<file path="src/rtl/mem_stall_ctrl.sv">
// Stalls the pipeline while one EX/MEM load or store goes to memory. The access
// is aborted with a sticky error if no ack arrives within TIMEOUT cycles.
module mem_stall_ctrl #(
    parameter int TIMEOUT = 15
) (
    input  logic        clk_i,
    input  logic        rst_i,
    input  logic        MemRead_i,
    input  logic        MemWrite_i,
    input  logic [31:0] addr_i,
    input  logic [31:0] wdata_i,
    input  logic        mem_ack_i,
    input  logic [31:0] mem_rdata_i,
    output logic        mem_req_o,
    output logic        mem_we_o,
    output logic [31:0] mem_addr_o,
    output logic [31:0] mem_wdata_o,
    output logic [31:0] rdata_o,
    output logic        stall_o,
    output logic        err_o,
    output logic [1:0]  dbg_state_o
);

    // Handshake: the pipeline holds MemRead_i/MemWrite_i steady while stall_o is 1.
    // mem_req_o stays high with stable address/data until mem_ack_i or timeout.
    typedef enum logic [1:0] {
        IDLE   = 2'd0,
        ACCESS = 2'd1,
        DONE   = 2'd2
    } state_t;

    localparam logic [7:0] TERM_CNT = 8'(TIMEOUT - 1);

    state_t      state_q, state_d;
    logic [7:0]  cnt_q, cnt_d;
    logic        we_q, we_d;
    logic [31:0] addr_q, addr_d;
    logic [31:0] wdata_q, wdata_d;
    logic [31:0] rdata_q, rdata_d;
    logic        err_q, err_d;
    logic        op_req;

    assign op_req = MemRead_i | MemWrite_i;

    always_comb begin
        state_d = state_q;
        cnt_d   = cnt_q;
        we_d    = we_q;
        addr_d  = addr_q;
        wdata_d = wdata_q;
        rdata_d = rdata_q;
        err_d   = err_q;
        case (state_q)
            IDLE: begin
                if (op_req) begin
                    state_d = ACCESS;
                    addr_d  = addr_i;
                    wdata_d = wdata_i;
                    we_d    = MemWrite_i;
                    cnt_d   = 8'd0;
                end
            end
            ACCESS: begin
                // An ack on the terminal-count cycle still counts as success.
                if (mem_ack_i) begin
                    state_d = DONE;
                    if (!we_q) rdata_d = mem_rdata_i;
                end else if (cnt_q == TERM_CNT) begin
                    state_d = DONE;
                    err_d   = 1'b1;
                    if (!we_q) rdata_d = 32'd0;
                end else begin
                    cnt_d = cnt_q + 8'd1;
                end
            end
            DONE:    state_d = IDLE;
            default: state_d = IDLE;
        endcase
    end

    always_ff @(posedge clk_i or negedge rst_i) begin
        if (!rst_i) begin
            state_q <= IDLE;
            cnt_q   <= 8'd0;
            we_q    <= 1'b0;
            addr_q  <= 32'd0;
            wdata_q <= 32'd0;
            rdata_q <= 32'd0;
            err_q   <= 1'b0;
        end else begin
            state_q <= state_d;
            cnt_q   <= cnt_d;
            we_q    <= we_d;
            addr_q  <= addr_d;
            wdata_q <= wdata_d;
            rdata_q <= rdata_d;
            err_q   <= err_d;
        end
    end

    assign mem_req_o   = (state_q == ACCESS);
    assign stall_o     = ((state_q == IDLE) && op_req) || (state_q == ACCESS);
    assign mem_we_o    = we_q;
    assign mem_addr_o  = addr_q;
    assign mem_wdata_o = wdata_q;
    assign rdata_o     = rdata_q;
    assign err_o       = err_q;
    assign dbg_state_o = state_q;

endmodule

</file>
<file path="config.mk">
export PLATFORM = sky130hd
export DESIGN_NAME = mem_stall_ctrl
export DESIGN_NICKNAME = d
export VERILOG_FILES = /design/src/rtl/mem_stall_ctrl.sv
export SDC_FILE = /design/constraint.sdc
export NUM_CORES = 1
export LEC_CHECK = 0
export ABC_AREA = 0
export BUFFER_PORTS_ARGS = -buffer_cell sky130_fd_sc_hd__clkbuf_2
export CORE_ASPECT_RATIO = 0.5
export CORE_MARGIN = 2
export CORE_UTILIZATION = 45
export CTS_CLUSTER_SIZE = 20
export DETAILED_ROUTE_END_ITERATION = 6
export PLACE_DENSITY = 0.78
export SETUP_SLACK_MARGIN = 0.4
export SLEW_MARGIN = 20
export SYNTH_ARGS = -nofsm -noshare
export SYNTH_HDL_FRONTEND = slang
export SYNTH_SLANG_ARGS = --single-unit
</file>
<file path="constraint.sdc">
create_clock -name clk_i -period 5.49 [get_ports clk_i]
set_clock_uncertainty 0.1 [all_clocks]
set_input_delay 0.2745 -clock clk_i [delete_from_list [all_inputs] [get_ports clk_i]]
set_output_delay 0.2745 -clock clk_i [all_outputs]
set_load 0.01 [all_outputs]
</file>
After elaboration in Yosys (flattened, before gate mapping):

Index checks and enable logic that the tools add are counted.

* register bits: 108
* bits of input ports: 101
* output and inout port bits: 102
* logic and storage cells: 39

* add/subtract/negate cells: 1
* equal/unequal tests: 6
* multiplexer cells: 12
* bitwise operators: 3
* reduce and logical (&&, ||, !) cells: 10

Operators by type and width (number)
* $mux 32: 4
* $mux 8: 3
* $pmux 8 s2: 1
* $add 8x1->8 const B: 1
* $eq 8x4->1 const B: 1
* $mux 2: 3
* $ne 2x2->1 const B: 3
* $reduce_and 3->1: 2
* $pmux 2 s2: 1
* $reduce_and 2->1: 2
* $reduce_and 4->1: 1
* $reduce_bool 2->1: 2
* $ne 3x2->1 const B: 1
* $eq 2x1->1 const B: 1
* $logic_not 2->1: 1
* $not 1->1: 2
* $logic_and 1x1->1: 1
* $logic_or 1x1->1: 1
* $or 1x1->1: 1

Longest topological paths before layout:

Gate-level depths: netlist of run 1.

* depth in word-level cells: 4
* depth in mapped cells: 8
* gate-level depth less buffers: 7

Least setup slack after synthesis of run 1:

OpenSTA, ideal clock, no wires.

* path type: reg2reg
* start point: register cnt_q[0]
* end point: register rdata_q[10], in the netlist rdata_o[10]
* setup time: 121 ps
* arrival time: 1565 ps
* required time: 5269 ps
* path slack: 3704 ps
* cell stages (with the launch flop): 8
* period minus slack after synthesis: 1786 ps
* cells stage by stage: dfrtp_1 -> inv_1 -> ha_1 -> nand4bb_2 -> nor4b_4 -> o211ai_4 -> buf_6 -> a22o_1

* word-level cells in the longest chain between the ends: 3

Ends and longest elaborated chain
* from (decl): RTL line 35 `logic [7:0] cnt_q, cnt_d;`
* from (signal assigned): RTL line 92 `cnt_q <= cnt_d;`
* $eq 8x4->1: RTL line 68 `end else if (cnt_q == TERM_CNT) begin`
* $reduce_bool 2->1 (no source line)
* $reduce_and 3->1 (no source line)
* to (signal assigned): RTL line 96 `rdata_q <= rdata_d;`
* to (decl): RTL line 39 `logic [31:0] rdata_q, rdata_d;`

No other way between the ends.
A chain may end at the register's enable or synchronous reset.

Worst setup path in the final report of run 1:

* start point: register state_q[1], in the netlist dbg_state_o[1]
* end point: output port stall_o

* word-level cells in the longest chain between the ends: 3

Ends and longest elaborated chain
* from (decl): RTL line 34 `state_t state_q, state_d;`
* from (signal assigned): RTL line 91 `state_q <= state_d;`
* $logic_not 2->1: RTL line 102 `assign stall_o = ((state_q == IDLE) && op_req) || (state_q == ACCESS);`
* $logic_and 1x1->1: RTL line 102
* $logic_or 1x1->1 (*): RTL line 102
* to (decl): RTL line 19 `output logic stall_o,`

Mark *: on every way between the ends. The rest lies on a longest branch, timed or not.

==> results by stage, run 1 <==
Outcome:
- The flow ran to the end, and the final reports show no timing, DRC or antenna violations.

Die:
- The floorplan has 24 rows.
- The placeable core area is 8949 µm².
- The I/O pin count is 203.
- The initial utilization of the core area, before any placement, comes to 47.46%.
- The width of the die is between 100 and 150 µm.
- The die area is roughly 10000 µm².
- In this run the vertical extent of the chip is 72.69 µm.

Timing:
- The achievable clock frequency is between 400 and 500 MHz.
- The minimum hold slack is ~55 ps.
- The post-route setup TNS is 0 ps.
- Setup repair after global routing left no endpoint under its margin.
- The shortest period the worst path allows is 2327 ps.
- The number of hold-slack violations in the final timing report was 0.
- In this run the tightest slew margin relative to its limit is a little over two fifths.
- The count of final max-slew check failures was 0.
- The fraction of the cycle the final worst path needs is 42.38%.
- At the pin with the least slew margin, the transition time is approximately 840 ps.
- Setup violations remaining at the end of the flow were counted as 0.

Synth:
- The post-synthesis instance area is about 4200 µm².
- The sequential fraction of the synthesis area is between 60% and 70%.
- Averaged over all synthesized cells, the footprint is roughly 15 µm².
- The cell count after synthesis came out at between 200 and 300.
- Synthesis inferred approximately 110 register bits.
- The total nets after synthesis is 380.
- The Yosys warning count is 0.
- The share of the synthesized area in the top cell type is between 60 and 70%.
- The library cell with the largest summed area after synthesis is sky130_fd_sc_hd__dfrtp_1.
- Yosys mapped the design onto 34 distinct sky130hd cell types.
- Ranked by total cell area, the synthesized netlist is headed by sky130_fd_sc_hd__dfrtp_1 64%, sky130_fd_sc_hd__mux2_2 17%, sky130_fd_sc_hd__a22o_1 6.8%.

Power:
- The reported net switching power is ~1100 µW.
- Per report_power, the clock group accounts for between 10% and 20% of the total.
- The standby leakage power is 0.002885 µW.
- Registers are responsible for roughly 41% of the overall power.
- The worst-case vdd ir drop is between 0.0002 and 0.00025 V.
- Internal power comes to 2201 µW.
- Of the total power, the share spent switching nets is 33.93%.
- The total power density per cell area is slightly below 600 nW/µm².
- The share of power burned in combinational logic is 39.5%.
- Total power for the finished layout comes to around 3300 µW.

Routing:
- The routed wire length is 9748 µm.
- The final antenna-violating net count is 0.
- In the routed layout, each cell is associated on average with a via count of between 5 and 6.
- The detailed router finished its first iteration with 154 violations.
- The number of detailed-routing iterations run before antenna repair is 4.
- The routed layout has about 3100 vias.
- The wire length per cell after detailed routing is around 16 µm.
- The final routed DRC violation total is 0.

Critical path:
- STA puts the critical path data arrival time at 1950 ps.
- The reg-to-reg startpoint is dbg_state_o[0].
- The required time at the worst-slack endpoint is 5120 ps.
- The worst register-to-register path ends at mem_wdata_o[24].
- The largest fanout of any net on the critical path is 14.
- The type of the setup path with the least slack is reg -> out.
- The worst setup path is launched from a flop.
- The critical path startpoint is dbg_state_o[1].
- The number of cells on the worst reg-to-reg path is 4.
- STA classifies the critical path endpoint as a primary output.
- Across all register-to-register paths, the minimum setup slack is around 3200 ps.

Layout:
- The final layout contains 579 nets.
- Leaving out fill and tap cells, the most frequent cell in the layout is sky130_fd_sc_hd__clkbuf_2.
- At the end of the flow the core is filled with cells to 62.77%.
- The proportion of layout cells with a drive suffix above 1 is 60.91%.
- The library cells used most frequently in the layout, excluding fill and tap cells, are 201 x sky130_fd_sc_hd__clkbuf_2, 108 x sky130_fd_sc_hd__dfrtp_1, 64 x sky130_fd_sc_hd__mux2_2.
- 0 antenna diodes ended up in the layout.
- The relative area change from synthesis to final layout is 32.26%.

GRT:
- The maximum number of pins on one net before global-route repair is about 70.
- Global routing used 18.94% of the available tracks across all layers.
- The final global-route overflow total is 0.
- The first global-routing pass estimated about 15000 µm of wire.
- The number of antenna violations at the first check in global routing is 0.
- The via count of the first global-routing pass is roughly 3100.

Clock tree:
- The number of setup buffers added after CTS is 0.
- The clock tree synthesis step divided the H-tree into 3 levels.
- The CTS tree is built.
- The number of hold buffers added after CTS was 1.
- Clock latency on the worst-skew pair, taken at its later pin, is between 300 and 400 ps.
- The root buffer cell is sky130_fd_sc_hd__clkbuf_16.
- The number of clock buffers inserted by TritonCTS is 9.
- The maximum number of buffers from clock root to sink is 2.
- The clock slew at the register clock pins of the worst setup and hold paths is 70 ps.
- CTS saw about 110 sinks.
- The number of gates given a new drive strength after cts is 0.

Place:
- The final RePlAce weighted congestion is ~0.83.
- Once detailed placement completed, the half-perimeter wirelength came to ~7100 µm.
- Buffers placed on the I/O ports in this run total a little over 200.

Min path:
- The kind of path behind the tightest hold check is in -> reg.
- The worst hold path begins at mem_rdata_i[16].
- The worst hold endpoint is rdata_o[16].
- The worst hold path passes through 2 cells.

Job:
- The tool flagged a number of max-cap violations equal to 0.
==> power by group through the flow <==
| stage | Clock, µW | Combinational [µW] | Sequential (µW) |
|---|---|---|---|
| 4_1_cts | 668 | 1330 | 1370 |
| 2_1_floorplan | 0 | 642 | 1530 |
| 5_1_grt | 698 | 1420 | 1410 |
| 3_3_place_gp | 0 | 1300 | 1360 |
| 6_report | 652 | 1310 | 1360 |
| 3_5_place_dp | 0 | 1340 | 1370 |
==> worst max path at each step <==
stage	slack, ps	to	cells past startpoint
6_report	3160	stall_o	4
5_1_grt	3020	mem_wdata_o[24]	4
4_1_cts	2950	rdata_o[12]	4
3_5_place_dp	2970	rdata_o[23]	4
3_3_place_gp	3060	rdata_o[18]	4
2_1_floorplan	3700	rdata_o[10]	7
==> per-stage QoR <==
step / cells / cell area, µm² / worst slack [ps]
after global routing: 598 / 5617 / 3019
after CTS: 598 / 5615 / 2950
final: 598 / 5617 / 3163
after detailed placement: 581 / 5301 / 2972
after global placement: 581 / 5301 / 3061
after floorplan: 277 / 4247 / 3704
==> final cells by class <==
cell class / count / area (µm²)
Fill cell: 685 / 3332
Sequential cell: 108 / 2703
Multi-Input combinational cell: 148 / 1410
Timing Repair Buffer: 205 / 1039
Clock buffer: 13 / 260.3
Tap cell: 117 / 146.4
Clock inverter: 3 / 43.79
Inverter: 4 / 15.01
==> registers in the layout (all words and copies together), names as in the netlist <==
| register | cells |
|---|---|
| dbg_state_o | 2 |
| rdata_o | 32 |
| err_o | 1 |
| mem_wdata_o | 32 |
| mem_addr_o | 32 |
| cnt_q | 8 |
| mem_we_o | 1 |
==> cells in the mapped netlist, drive strengths merged <==
| cell | number |
|---|---|
| a32o | 1 |
| a22o | 33 |
| nand4b | 1 |
| a21o | 2 |
| nand3 | 2 |
| and3 | 4 |
| inv | 4 |
| mux2 | 64 |
| o21ai | 1 |
| nor4b | 1 |
| buf | 17 |
| dfrtp | 108 |
| a21oi | 1 |
| nand2 | 1 |
| and2 | 1 |
| ha | 2 |
| nand2b | 4 |
| o211ai | 1 |
| o31ai | 10 |
| a31oi | 2 |
| nor2 | 8 |
| nor4 | 1 |
| nand4bb | 2 |
| o41ai | 1 |
| nor3b | 1 |
| a211o | 1 |
| or2 | 3 |
==> per-layer routing <==
| metal | global-route usage, % | up-vias | wire (µm) |
|---|---|---|---|
| met5 | 0 | - | 0 |
| met4 | 8.444 | 0 | 318 |
| met3 | 5.249 | 27 | 457 |
| met2 | 33.82 | 91 | 5156 |
| met1 | 21.83 | 1571 | 3816 |
| li1 | - | 1421 | - |
==> cell families (layout without fill, tap and decap cells) <==
family	count (synthesis)	in the layout	synth area share, %
AOI/OAI and AO/OA	53	53	10.87
and+or+nand+nor	29	29	4.714
buffers and inverters	21	225	3.211
muxes	64	64	16.97
DFF	108	108	63.64
adders and majority gates	2	2	0.5892
==> worst max-delay path, cell delays in order (launching register included) <==
cell and delay (ps):
sky130_fd_sc_hd__dfrtp_1 390, sky130_fd_sc_hd__nand2b_1 470, sky130_fd_sc_hd__inv_1 260, sky130_fd_sc_hd__or2_2 350
sky130_fd_sc_hd__clkbuf_2 140
(Power assumes the default switching activity.)
==> run 2, diff against run 1 <==
Settings changed: CORE_UTILIZATION 45 to 42, PLACE_DENSITY 0.78 to 0.77.
Clock period 5.49 ns to 2.1 ns, I/O delays scaled along.
==> run 2 against run 1 <==
- first-iteration DRC count increased by 110%
- worst hold slack improved by 91 ps
- flip-flop and latch count unchanged
- final cell count increased by 25%
- clock power increased to 2.5 times the previous value
- design area increased by 28%
- routed wire length increased by 69%
- count of clock-buffer cells in the layout decreased by 1
- global-route usage increased by 5.9 points
- setup slack got worse by 3000 ps
- core utilization increased by 12 points
- critical endpoint is now rdata_o[11]
- highest routed layer unchanged
==> results by stage, run 2 (synthesized netlist as in run 1, its figures left out) <==
Die:
- The number of standard-cell rows in the floorplan is 25.
- The width of the die is roughly 150 µm.
- The floorplan step defined a die boundary enclosing ~11000 µm².
- The core region is just under 10000 µm².
- 203 I/O pins were placed.
- The starting density of the core is 44.08%.
- The die is 75.10 µm tall.

Clock tree:
- The tree is rooted in a sky130_fd_sc_hd__clkbuf_16.
- For this design, the sink count on the clock tree is approximately 110.
- The clock slew at the register clock pins of the worst setup and hold paths is roughly 80 ps.
- The later-pin clock latency in the skew report is ~350 ps.
- The clock tree synthesis step divided the H-tree into 3 levels.
- TritonCTS built the clock tree.
- Clock tree synthesis inserted a total of 9 buffers.
- The maximum number of buffers from clock root to sink is 2.

Layout:
- The library cells used most frequently in the layout, excluding fill and tap cells, are 200 x sky130_fd_sc_hd__clkbuf_2, 106 x sky130_fd_sc_hd__dfrtp_1, 100 x sky130_fd_sc_hd__dlygate4sd3_1.
- The number of diodes added for antenna fixing is 0.
- Of the cells placed in the final design, the portion with a size suffix greater than 1 is between 50 and 60%.
- The count of non-filler cells in the finished layout is 745.
- The count of fill cells added during filler insertion is roughly 540.
- The net count reported at finish is approximately 700.
- The leading cell type in the layout, fill and taps excluded is sky130_fd_sc_hd__clkbuf_2.
- Compared with the post-synthesis result, the final layout area differs by 68.92%.

Timing:
- For the finished layout, the period the worst path requires is roughly 1900 ps.
- The count of final max-slew check failures is 0.
- The slew of the pin with the lowest slew margin is between 400 and 500 ps.
- Setup repair after global routing could not meet its margin everywhere.
- The fraction of the cycle the final worst path needs is between 90% and 100%.
- Adding up every negative setup slack in the final design gives 0 ps.
- The number of hold-slack violations in the final timing report is 0.
- The achievable clock frequency is about 530 MHz.
- The setup violation total in the final timing report is 0.
- The worst pin sits at a relative slew slack of between 60% and 70%.

Power:
- The share of total power dissipated in sequential elements is approximately 37%.
- The internal power of the cells totals approximately 6300 µW.
- The worst-case vdd ir drop is 0.0006130 V.
- For this design the total switching power over the nets is 3764 µW.
- The fraction of power spent switching nets is about 37%.
- The total power density per cell area is about 1400 nW/µm².
- The proportion of power drawn by the clock network is roughly 16%.
- The share of power burned in combinational logic is 46.7%.
- The design draws 10060 µW.
- The standby leakage power is between 0.003 and 0.004 µW.

Critical path:
- The largest fanout of any net on the critical path is 8.
- The type of the setup path with the least slack is reg -> reg.
- STA classifies the critical path endpoint as a flop.
- The startpoint type of the worst setup path is a flop.
- The required time at the worst-slack endpoint is between 2000 and 2500 ps.
- The data arrival time of the critical path is 2030 ps.

GRT:
- The maximum number of pins on one net before global-route repair is 44.
- The via count of the first global-routing pass is 3953.
- For this run the aggregate overflow at the end of global routing stands at 0.
- The number of antenna violations at the first check in global routing was 0.
- The global-route wire length before repair is about 21000 µm.
- The total track usage is 24.83%.

Job:
- Across the run, the number of max-cap violations was 0.

Routing:
- The starting DRC count in detailed routing is roughly 330.
- Before antenna repair, the detailed router went through 6 iterations.
- The via total after detailed routing is ~4100.
- Dividing the detail-routed wire length by the instance count gives between 20 and 25 µm.
- The final routed DRC violation total is 0.
- The ratio of routed vias to standard cells is 5.451.
- After detailed routing, the total wire length is between 15000 and 20000 µm.
- The count of nets left with antenna violations once routing finished came out at 0.

Place:
- Routability-driven placement finished with a final weighted congestion of 0.7682.
- The number of I/O port buffers is roughly 200.
- The wire-length estimate of the detail-placed layout is between 7000 and 8000 µm.
- The cell count after placement is a little over 600.

Outcome:
- The flow ran to the end, and the final reports show no timing, DRC or antenna violations.

Min path:
- In this run the worst hold path is classified as in -> async.
## run 2: path summary, 6_finish.rpt
| path | from | end | slack [ps] | cells after the start |
|---|---|---|---|---|
| min reg2reg | mem_addr_o[29] | mem_addr_o[29] | 410 | 1 |
| min in group clk_i | mem_addr_o[29] | mem_addr_o[29] | 410 | 1 |
| min | rst_i | rdata_o[20] | 150 | 2 |
| max | cnt_q[0] | rdata_o[11] | 210 | 7 |
| max in group asynchronous | rst_i | dbg_state_o[0] | 1120 | 3 |
| max reg2reg | cnt_q[0] | rdata_o[11] | 210 | 7 |
## run 2: layer usage
metal  GRT usage (%)  wire [µm]  part of all wire (%)
met3           5.758       1101                   6.7
met4           12.41        923                   5.6
met2           49.42       8698                    53
met5               0          0                     0
met1           25.64       5777                    35
## run 2: final cells by class
class | count | area, µm² | area share [%]
clock inverter | 3 | 22.52 | 0.3140
timing repair buffer | 335 | 2471 | 34.45
tap | 135 | 168.9 | 2.355
inverter | 4 | 15.01 | 0.2093
sequential | 108 | 2705 | 37.71
clock buffer | 12 | 256.5 | 3.576
multi-input combinational | 148 | 1534 | 21.38
## run 2: per-stage QoR
| stage | utilization, % | instance area (µm²) | hold slack (ps) | setup slack, ps |
|---|---|---|---|---|
| floorplan | - | 4249 | -290.6 | 342.3 |
| global placement | 56.27 | 5421 | -28.05 | 298.3 |
| detailed placement | 56.27 | 5421 | -29.72 | 242.9 |
| CTS | 70.92 | 6833 | 147.5 | 255.0 |
| global route | 74.45 | 7173 | 193.4 | 140.0 |
| finish | 74.45 | 7173 | 146.9 | 209.4 |
## run 2: what timing repair did
action / in CTS / in global routing
buffers inserted: 5 / 12
pin swaps: 3 / 11
endpoints found under the setup margin: 99 / 92
gates resized for setup: 8 / 28
hold endpoints to repair: 168 / 0
cloned: 2 / 6
hold buffers: 100 / 0
## run 2: worst max-delay path, cell delays in order (launching register included)
cell and delay (ps):
sky130_fd_sc_hd__dfrtp_1 400, sky130_fd_sc_hd__inv_2 70, sky130_fd_sc_hd__ha_4 140, sky130_fd_sc_hd__nand4bb_4 130
sky130_fd_sc_hd__nor4b_4 330, sky130_fd_sc_hd__o211ai_4 190, sky130_fd_sc_hd__buf_12 180, sky130_fd_sc_hd__a22o_1 230
## run 2: power groups by stage
stage	sequential [µW]	clock (µW)	combinational [µW]
detailed placement	3600	0	3580
CTS	3580	1630	3980
global route	3820	1740	4880
finish	3730	1640	4700
global placement	3560	0	3480
floorplan	4010	0	1680
==> run 3, diff against run 2 <==
Clock period 2.1 ns to 1.66 ns, I/O delays scaled along.
==> run 3 against run 2 <==
- the flow now finishes with violations (setup timing)
- critical path depth did not move
- count of clock-buffer cells in the layout shrank 2
- flip-flop and latch count unchanged
- highest routed layer unchanged
- setup slack got worse by 420 ps
- fmax increased by 1.3%
==> results by stage, run 3 (synthesized netlist as in run 1, its figures left out) <==
Clock tree:
- The H-tree level count is 3.
- Clock tree synthesis inserted a total of 9 buffers.
- The root buffer cell is sky130_fd_sc_hd__clkbuf_16.
- The clock slew at the register clock pins of the worst setup and hold paths is 80 ps.
- The CTS sink count is between 100 and 150.
- TritonCTS built the clock tree.
- The later-pin clock latency in the skew report is 350 ps.
- The maximum number of buffers from clock root to sink is 2.

Critical path:
- The highest-delay cell along the critical path is sky130_fd_sc_hd__dfrtp_1.
- The worst setup path is launched from a flop.
- The required time at the worst-slack endpoint is approximately 1800 ps.
- The data arrival time of the critical path is 2000 ps.
- The type of the setup path with the least slack is reg -> reg.
- The critical path endpoint category is a flop.
- The signal on the critical path passes through inv_1, ha_2, nand4bb_4, nor4b_4, o211ai_4, buf_12, a22o_1.
- In this run the worst path has a maximum fanout of 32.
- The largest stage delay on the critical path is approximately 380 ps.

GRT:
- The maximum number of pins on one net before global-route repair is 44.
- Global routing finished with a remaining overflow of 0.
- The number of antenna violations at the first check in global routing was 0.
- The via count of the first global-routing pass came to between 4000 and 5000.
- Global routing used roughly 27% of the available tracks.
- The first global-routing pass estimated approximately 23000 µm of wire.

Timing:
- Setup violations remaining at the end of the flow were counted as 56.
- The post-route setup TNS is -6271 ps.
- Static timing analysis puts the maximum clock frequency at roughly 540 MHz.
- The number of hold-slack violations in the final timing report is 0.
- The slew of the pin with the lowest slew margin is 325.5 ps.
- The smallest clock period supported by the final layout is computed as around 1900 ps.
- The count of final max-slew check failures was 0.
- Setup slack on the critical path of the routed design comes to -206.2 ps.
- The fraction of the cycle the final worst path needs is 112.4%.
- Measured against its own limit, the worst slew margin works out to 78.21%.
- Setup repair after global routing could not meet its margin everywhere.

Place:
- The placed instance area is around 5800 µm².
- The congestion estimate from routability-driven global placement came to 0.8683.
- The number of I/O port buffers is 202.
- Summed over all nets, the half-perimeter wirelength after detailed placement is approximately 7700 µm.

Routing:
- The final antenna-violating net count is 0.
- The detailed router finished its first iteration with approximately 330 violations.
- The number of detailed-routing iterations run before antenna repair is 4.
- The via total after detailed routing is slightly below 4000.
- The routed wire length is approximately 16000 µm.
- Using the TritonRoute via totals, the vias-per-cell ratio works out to a little over 5.
- In the routed design, unresolved DRC markers number 0.
- The wire length per cell after detailed routing is between 20 and 25 µm.

Power:
- The share of power burned in registers is between 30 and 40%.
- For this design the ratio of total power to cell area is about 1800 nW/µm².
- The standby leakage power is about 0.0039 µW.
- The internal portion of total power is between 9000 and 10000 µW.
- The share of power burned in combinational logic is between 50% and 60%.
- The clock network burns between 15 and 20% of the power.
- The fraction of power spent switching nets is about a third.
- In this run the power spent charging and discharging nets is 5017 µW.
- The worst-case vdd ir drop is around 0.00080 V.

Die:
- The die covers 10980 µm².
- approximately 200 I/O pins were placed.
- The placeable core area is just under 10000 µm².
- The starting density of the core is 44.08%.
- The number of standard-cell rows in the floorplan is 25.
- The vertical die dimension is between 70 and 80 µm.
- The die is ~150 µm wide.

Layout:
- From synthesis to final layout, the design area changed by 82.94%.
- The post-route netlist has approximately 58% of its cells at a drive strength greater than 1.
- The final design instance area without fill is ~7800 µm².
- The library cells used most frequently in the layout, excluding fill and tap cells, are 200 x sky130_fd_sc_hd__clkbuf_2, 105 x sky130_fd_sc_hd__dfrtp_1, 100 x sky130_fd_sc_hd__dlygate4sd3_1.
- The net count reported at finish is 726.
- The count of fill cells added during filler insertion is 490.
- The library cell used most frequently in the layout, excluding fill and tap cells, is sky130_fd_sc_hd__clkbuf_2.
- The repair_antennas step left the layout with diodes totalling 0.

Job:
- The max capacitance violation total is 0.

Outcome:
- The flow ran to the end, but the final reports show violations.
- The checks that failed: setup timing.

Min path:
- The tightest min-delay check is of the in -> async type.
run 3: cell types whose count changed in the layout (fill, tap and decap cells not counted), sizes merged:
cell      previous run  this run
buf                 31        51
bufinv               0         1
clkbuf             216       211
clkinv               0         3
clkinvlp             3         0
inv                  4         6
run 3: cell type report:
cell class,instances,area [µm²],share of cell area (%)
repair buffers,352,2739,35.26
flip-flops and latches,108,2706,34.84
multi-input cells,148,1838,23.66
clock buffers,10,229.0,2.947
well taps,135,168.9,2.174
clock inverters,6,70.07,0.9019
inverters,4,17.52,0.2255
run 3: routing by layer:
metal	GRT usage (%)	routed length, µm	up-vias
li1	-	-	1710
met1	32.18	6090	1993
met2	49.84	8311	173
met3	5.636	775	53
met4	11.22	601	0
met5	0	0	-
run 3: stage by stage:
step	hold slack (ps)	std cells	util [%]	worst slack, ps	total power (µW)
2_1_floorplan	-312.6	277	-	-97.73	8078
3_5_place_dp	-114.1	620	60.23	-118.2	10010
6_report	67.51	763	80.64	-206.2	14210
5_1_grt	105.0	763	80.64	-270.0	14810
4_1_cts	62.06	760	79.26	-107.9	13590
3_3_place_gp	-113.5	620	60.23	-58.40	9837
run 3: timing repair:
item	in CTS	in global routing
cloned	5	1
pin swaps	10	1
hold buffers	100	0
setup buffers	19	2
hold endpoints to repair	206	0
endpoints found under the setup margin	109	110
resized for setup	48	15
run 3: worst paths after layout:
| kind | from | to | slack, ps | cells after the start |
|---|---|---|---|---|
| setup / recovery | cnt_q[0] | rdata_o[13] | -210 | 7 |
| hold / removal | rst_i | err_o | 70 | 2 |
| setup reg to reg | cnt_q[0] | rdata_o[13] | -210 | 7 |
| hold reg to reg | rdata_o[3] | rdata_o[3] | 400 | 1 |
| max in group asynchronous | rst_i | mem_addr_o[30] | 830 | 3 |
| min in group clk_i | mem_ack_i | err_o | 270 | 4 |
run 3: worst max-delay path, delay by kind of cell, from the launching register on:
| kind | cells | cell delay (ps) |
|---|---|---|
| DFF | 1 | 380 |
| and+or+nand+nor | 2 | 490 |
| buffers and inverters | 2 | 240 |
| AOI/OAI and AO/OA | 2 | 350 |
| adders and majority gates | 1 | 200 |
run 3: power groups by stage:
stage | clock network, µW | logic, µW | registers, µW
global route | 2320 | 7640 | 4850
global placement | 0 | 5280 | 4560
floorplan | 0 | 2980 | 5100
detailed placement | 0 | 5430 | 4580
CTS | 2200 | 6790 | 4600
finish | 2180 | 7290 | 4730
